--- config.mk ---
export PLATFORM = sky130hd
export DESIGN_NAME = vec_instr_decoder
export DESIGN_NICKNAME = d
export VERILOG_FILES = /design/src/rtl/vec_pkg.sv /design/src/rtl/vec_dec_fifo.sv /design/src/rtl/vec_instr_decoder.sv
export SDC_FILE = /design/constraint.sdc
export NUM_CORES = 1
export LEC_CHECK = 0
export CAP_MARGIN = 40
export CORE_MARGIN = 2
export CORE_UTILIZATION = 50
export DETAILED_ROUTE_END_ITERATION = 10
export PLACE_DENSITY = 0.77
export REMOVE_ABC_BUFFERS = 1
export SYNTH_ARGS = -nofsm -noshare
export SYNTH_HDL_FRONTEND = slang
export SYNTH_HIERARCHICAL = 1
export SYNTH_SLANG_ARGS = --single-unit
--- constraint.sdc ---
create_clock -name clk -period 2.35 [get_ports clk]
set_input_delay 0.235 -clock clk [delete_from_list [all_inputs] [get_ports clk]]
set_output_delay 0.235 -clock clk [all_outputs]
set_load 0.02 [all_outputs]
--- src/rtl/vec_pkg.sv ---
// Shared types and field decoder for the RVV instruction decode stage.
package vec_pkg;

   localparam logic [6:0] OP_V = 7'b1010111;

   typedef enum logic [2:0] {
      OPIVV = 3'd0,
      OPFVV = 3'd1,
      OPMVV = 3'd2,
      OPIVI = 3'd3,
      OPIVX = 3'd4,
      OPFVF = 3'd5,
      OPMVX = 3'd6,
      OPCFG = 3'd7
   } vec_funct3_e;

   typedef struct packed {
      logic [6:0]  opcode;
      logic [4:0]  vd;
      vec_funct3_e funct3;
      logic [4:0]  vs1;
      logic [4:0]  vs2;
      logic        vm;
      logic [5:0]  funct6;
      logic        illegal;
   } vec_dec_t;

   function automatic vec_dec_t vec_decode(input logic [31:0] instr);
      vec_dec_t d;
      d.opcode  = instr[6:0];
      d.vd      = instr[11:7];
      d.funct3  = vec_funct3_e'(instr[14:12]);
      d.vs1     = instr[19:15];
      d.vs2     = instr[24:20];
      d.vm      = instr[25];
      d.funct6  = instr[31:26];
      d.illegal = (instr[6:0] != OP_V);
      return d;
   endfunction

endpackage

--- src/rtl/vec_dec_fifo.sv ---
// Synchronous FIFO with flush; head data reads as zero while empty.
module vec_dec_fifo #(
   parameter int DEPTH = 2,
   parameter int WIDTH = 8
) (
   input  logic                         clk,
   input  logic                         rst_n,
   input  logic                         flush_i,
   input  logic                         in_valid_i,
   output logic                         in_ready_o,
   input  logic [WIDTH-1:0]             in_data_i,
   output logic                         out_valid_o,
   input  logic                         out_ready_i,
   output logic [WIDTH-1:0]             out_data_o,
   output logic [$clog2(DEPTH+1)-1:0]   count_o
);
   localparam int PW = $clog2(DEPTH);
   localparam int CW = $clog2(DEPTH+1);

   logic [WIDTH-1:0] mem_reg [DEPTH];
   logic [PW-1:0]    wr_ptr_reg;
   logic [PW-1:0]    rd_ptr_reg;
   logic [CW-1:0]    count_reg;
   logic [CW-1:0]    count_next;
   logic             push;
   logic             pop;

   // Ready/valid come from the count register alone, so a full queue
   // refuses a push even when the head is popped in the same cycle.
   assign in_ready_o  = (count_reg < CW'(DEPTH));
   assign out_valid_o = (count_reg != '0);
   assign push        = in_valid_i & in_ready_o;
   assign pop         = out_valid_o & out_ready_i;
   assign count_o     = count_reg;
   assign out_data_o  = out_valid_o ? mem_reg[rd_ptr_reg] : '0;

   always_comb begin
      count_next = count_reg;
      case ({push, pop})
         2'b10:   count_next = count_reg + CW'(1);
         2'b01:   count_next = count_reg - CW'(1);
         default: count_next = count_reg;
      endcase
   end

   always_ff @(posedge clk) begin
      if (!rst_n || flush_i) begin
         wr_ptr_reg <= '0;
         rd_ptr_reg <= '0;
         count_reg  <= '0;
      end else begin
         if (push) wr_ptr_reg <= wr_ptr_reg + PW'(1);
         if (pop)  rd_ptr_reg <= rd_ptr_reg + PW'(1);
         count_reg <= count_next;
      end
   end

   genvar gi;
   generate
      for (gi = 0; gi < DEPTH; gi++) begin : g_entry
         always_ff @(posedge clk) begin
            if (!rst_n) begin
               mem_reg[gi] <= '0;
            end else if (!flush_i && push && (wr_ptr_reg == PW'(gi))) begin
               mem_reg[gi] <= in_data_i;
            end
         end
      end
   endgenerate

endmodule

--- src/rtl/vec_instr_decoder.sv ---
// RVV decode stage: field split, OP-V check and output queue.
// Optional perf counters are enabled with the VEC_DECODE_PERF_EN macro.
module vec_instr_decoder #(
   parameter int TAG_WIDTH = 4,
   parameter int DEPTH     = 2
) (
   input  logic                         clk,
   input  logic                         rst_n,
   input  logic                         flush_i,
   input  logic                         in_valid_i,
   output logic                         in_ready_o,
   input  logic [31:0]                  instr_i,
   input  logic [TAG_WIDTH-1:0]         tag_i,
   output logic                         out_valid_o,
   input  logic                         out_ready_i,
   output logic [6:0]                   out_opcode_o,
   output logic [4:0]                   out_vd_o,
   output logic [2:0]                   out_funct3_o,
   output logic [4:0]                   out_vs1_o,
   output logic [4:0]                   out_vs2_o,
   output logic                         out_vm_o,
   output logic [5:0]                   out_funct6_o,
   output logic [TAG_WIDTH-1:0]         out_tag_o,
   output logic                         out_illegal_o,
   output logic [$clog2(DEPTH+1)-1:0]   count_o
`ifdef VEC_DECODE_PERF_EN
   ,
   output logic [31:0]                  perf_decoded_o,
   output logic [31:0]                  perf_illegal_o
`endif
);
   import vec_pkg::*;

   localparam int DW = $bits(vec_dec_t);
   localparam int PW = TAG_WIDTH + DW;

   vec_dec_t        in_dec;
   vec_dec_t        head_dec;
   logic [PW-1:0]   head_payload;

   assign in_dec = vec_decode(instr_i);

   vec_dec_fifo #(
      .DEPTH (DEPTH),
      .WIDTH (PW)
   ) u_fifo (
      .clk         (clk),
      .rst_n       (rst_n),
      .flush_i     (flush_i),
      .in_valid_i  (in_valid_i),
      .in_ready_o  (in_ready_o),
      .in_data_i   ({tag_i, in_dec}),
      .out_valid_o (out_valid_o),
      .out_ready_i (out_ready_i),
      .out_data_o  (head_payload),
      .count_o     (count_o)
   );

   assign head_dec      = vec_dec_t'(head_payload[DW-1:0]);
   assign out_tag_o     = head_payload[PW-1 -: TAG_WIDTH];
   assign out_opcode_o  = head_dec.opcode;
   assign out_vd_o      = head_dec.vd;
   assign out_funct3_o  = head_dec.funct3;
   assign out_vs1_o     = head_dec.vs1;
   assign out_vs2_o     = head_dec.vs2;
   assign out_vm_o      = head_dec.vm;
   assign out_funct6_o  = head_dec.funct6;
   assign out_illegal_o = head_dec.illegal;

`ifdef VEC_DECODE_PERF_EN
   logic [31:0] perf_decoded_reg;
   logic [31:0] perf_illegal_reg;
   logic        accepted;

   // A push coinciding with flush never enters the queue, so it is not counted.
   assign accepted = in_valid_i & in_ready_o & ~flush_i;

   always_ff @(posedge clk) begin
      if (!rst_n) begin
         perf_decoded_reg <= '0;
         perf_illegal_reg <= '0;
      end else if (accepted) begin
         perf_decoded_reg <= perf_decoded_reg + 32'd1;
         if (in_dec.illegal) perf_illegal_reg <= perf_illegal_reg + 32'd1;
      end
   end

   assign perf_decoded_o = perf_decoded_reg;
   assign perf_illegal_o = perf_illegal_reg;
`endif

endmodule

==> impl_metrics.json <==
{
  "max-slew-margin-rel": 0.648,
  "drtIter0Drc": 162,
  "yosysMostFrequentCell": "and3_1",
  "cp.required_ns": 2.12,
  "synth_top_area_frac": 0.619,
  "crit_path_end_kind": "output pin",
  "syn-instance-count": 280,
  "fin_nets": 399,
  "gp_congestion": 0.793,
  "antennaDiodeCount": 0,
  "dpl_worst_slack_ns": 0.190,
  "io_buffer_count": 81,
  "initial_core_util": 0.523,
  "drive_gt1_frac": 0.0884,
  "ys.flop_type": "edfxtp_1",
  "grt_first_pass_wirelength_um": 11200,
  "cap_violations": 0,
  "async_reset_ff_frac": 0,
  "crit_type": "register to output pin",
  "yosysWarnings": 6,
  "first_pass_iters": 4,
  "p_leak_nw": 1.89,
  "max_freq_mhz": 455,
  "fin_crit_ns": 2.20,
  "hold_path.class": "register to register",
  "grt_max_degree": 75,
  "fin_crit_sh": 0.935,
  "peakVddDrop_mv": 0.366,
  "synthTopCellsByCount": "and3_1, edfxtp_1, nor2_1",
  "wire_per_inst_um": 16.3,
  "row_count": 30,
  "synth_edf_count": 74,
  "synth_top_cell_by_area": "edfxtp_1",
  "setup_viol": 0,
  "syn_area_um2": 3590,
  "rrSetupSlack_ns": 0.62,
  "area_growth_pct": 30.9,
  "drc": 0,
  "cp_max_fo": 19,
  "synth.distinct_cells": 25,
  "ys_seq_area_frac": 0.647,
  "worst_slew_pin_slew_ns": 0.527,
  "cts_buffer_depth": 2,
  "htree_levels": 3,
  "avgViaCountPerCell": 5.30,
  "die_w_um": 88.7,
  "cp.arrival_ns": 1.96,
  "num_vias": 2428,
  "synth.avg_cell_area_um2": 12.8,
  "grt_use_total": 0.193,
  "final.setup_skew_ns": 0.00523,
  "largest_reg_flops": 74,
  "dp.cells": 441,
  "power_density_nw_per_um2": 611,
  "cpPeakStageDelay_ns": 0.57,
  "rsz0062_at_grt": "false",
  "die_h_um": 88.7,
  "final_hold_viol_count": 0,
  "antenna_found_initial": 0,
  "dp_hpwl_um": 4410,
  "post-cts-setup-buffers": 0,
  "instances_no_fill": 458,
  "slew_viol_final": 0,
  "path_delay_family": "simple AND/OR/NAND/NOR gates",
  "start_kind": "register",
  "die_area_um2": 7880,
  "yosys-top-cells-area": "edfxtp_1, and3_1, mux2i_1",
  "ios": 82,
  "clk_latency_ns": 0.34,
  "setup_tns_ns": 0,
  "clk_pin_slew_ns": 0.07,
  "grt_overflow": 0,
  "synth-seq-cells": 79,
  "grt_pass1_vias": 2304,
  "cts_buffers": 9,
  "core_area_um2": 6870,
  "path_buf_inv": 1,
  "outcome": "finished clean",
  "cts_sinks": 79,
  "cts_tree": "done",
  "root_buffer": "clkbuf_8",
  "path_cells": "nor2_4 > nor2_1 > clkdlybuf4s50_1",
  "slowest_stage": "clkdlybuf4s50_1",
  "fin_ws_ns": 0.153,
  "final_antenna_net_count": 0,
  "wl_um": 7450
}
==> kinds of logic after synthesis <==
kind of cell,synth area share
fa+ha+maj,0.00348
xor+xnor,0.00732
flops,0.647
buf+inv,0.0401
simple gates,0.189
mux,0.103
compound gates,0.0105
==> cell usage in the layout, fill, tap and decap left out, types with 2 or more instances in the layout <==
cell type / n
a21oi_1: 2
a31o_2: 2
and3_1: 74
buf_12: 4
buf_4: 4
clkbuf_1: 4
clkbuf_8: 10
clkdlybuf4s50_1: 81
clkinv_2: 2
dfxtp_1: 3
edfxtp_1: 74
inv_1: 4
mux2i_1: 37
nand2_1: 2
nor2_1: 40
nor2_4: 2
o21ai_0: 2
xor2_1: 2
==> final cells by class <==
type                       instances  area, um^2
sequential                        79        2330
fill                             517        2170
multi-input combinational        173        1150
timing repair buffer              89         921
clock buffer                      14         153
tap                               96         120
inverter                           5        18.8
clock inverter                     2        10.0
==> power by group <==
part	switching [W]	internal, W
logic	0.000195	0.000178
registers	0.0000281	0.00161
clock network	0.000445	0.000411
total	0.000668	0.00220
==> worst min-delay path: stages, from the launching register on <==
cell     delay, ns
dfxtp_1       0.34
nand2_1       0.07
a21oi_1       0.05
==> repair_timing <==
| item | in CTS | in global routing |
|---|---|---|
| hold buffers | 0 | 0 |
| setup endpoints to repair | 38 | 4 |
| resized for setup | 1 | 2 |
| gates cloned | 1 | 0 |
| pin swaps | 1 | 0 |
==> path summary, 6_finish.rpt <==
check,depth (start not counted),endpoint,start
max,3,out_opcode_o[6],u_fifo/count_o[0]
min,2,u_fifo/wr_ptr_reg,u_fifo/wr_ptr_reg
max reg2reg,5,u_fifo/count_o[1],u_fifo/count_o[0]
min reg2reg,2,u_fifo/wr_ptr_reg,u_fifo/wr_ptr_reg
==> per-layer routing <==
| layer | vias to the layer above | wire length, um | GRT usage |
|---|---|---|---|
| met5 | - | 0 | 0 |
| met4 | 0 | 131 | 0.0895 |
| met3 | 10 | 334 | 0.0280 |
| met2 | 62 | 3830 | 0.333 |
| met1 | 1175 | 3160 | 0.240 |
| li1 | 1181 | - | - |
==> through the flow <==
step                power, W   util  cell area [um^2]  hold slack (ns)
floorplan            0.00184      -              3470            0.442
global placement     0.00203  0.655              4500            0.475
detailed placement   0.00204  0.658              4520            0.488
CTS                  0.00289  0.684              4700            0.497
global route         0.00298  0.684              4700            0.526
finish               0.00287  0.684              4700            0.497
No activity file was read; power rests on OpenSTA's default activity.
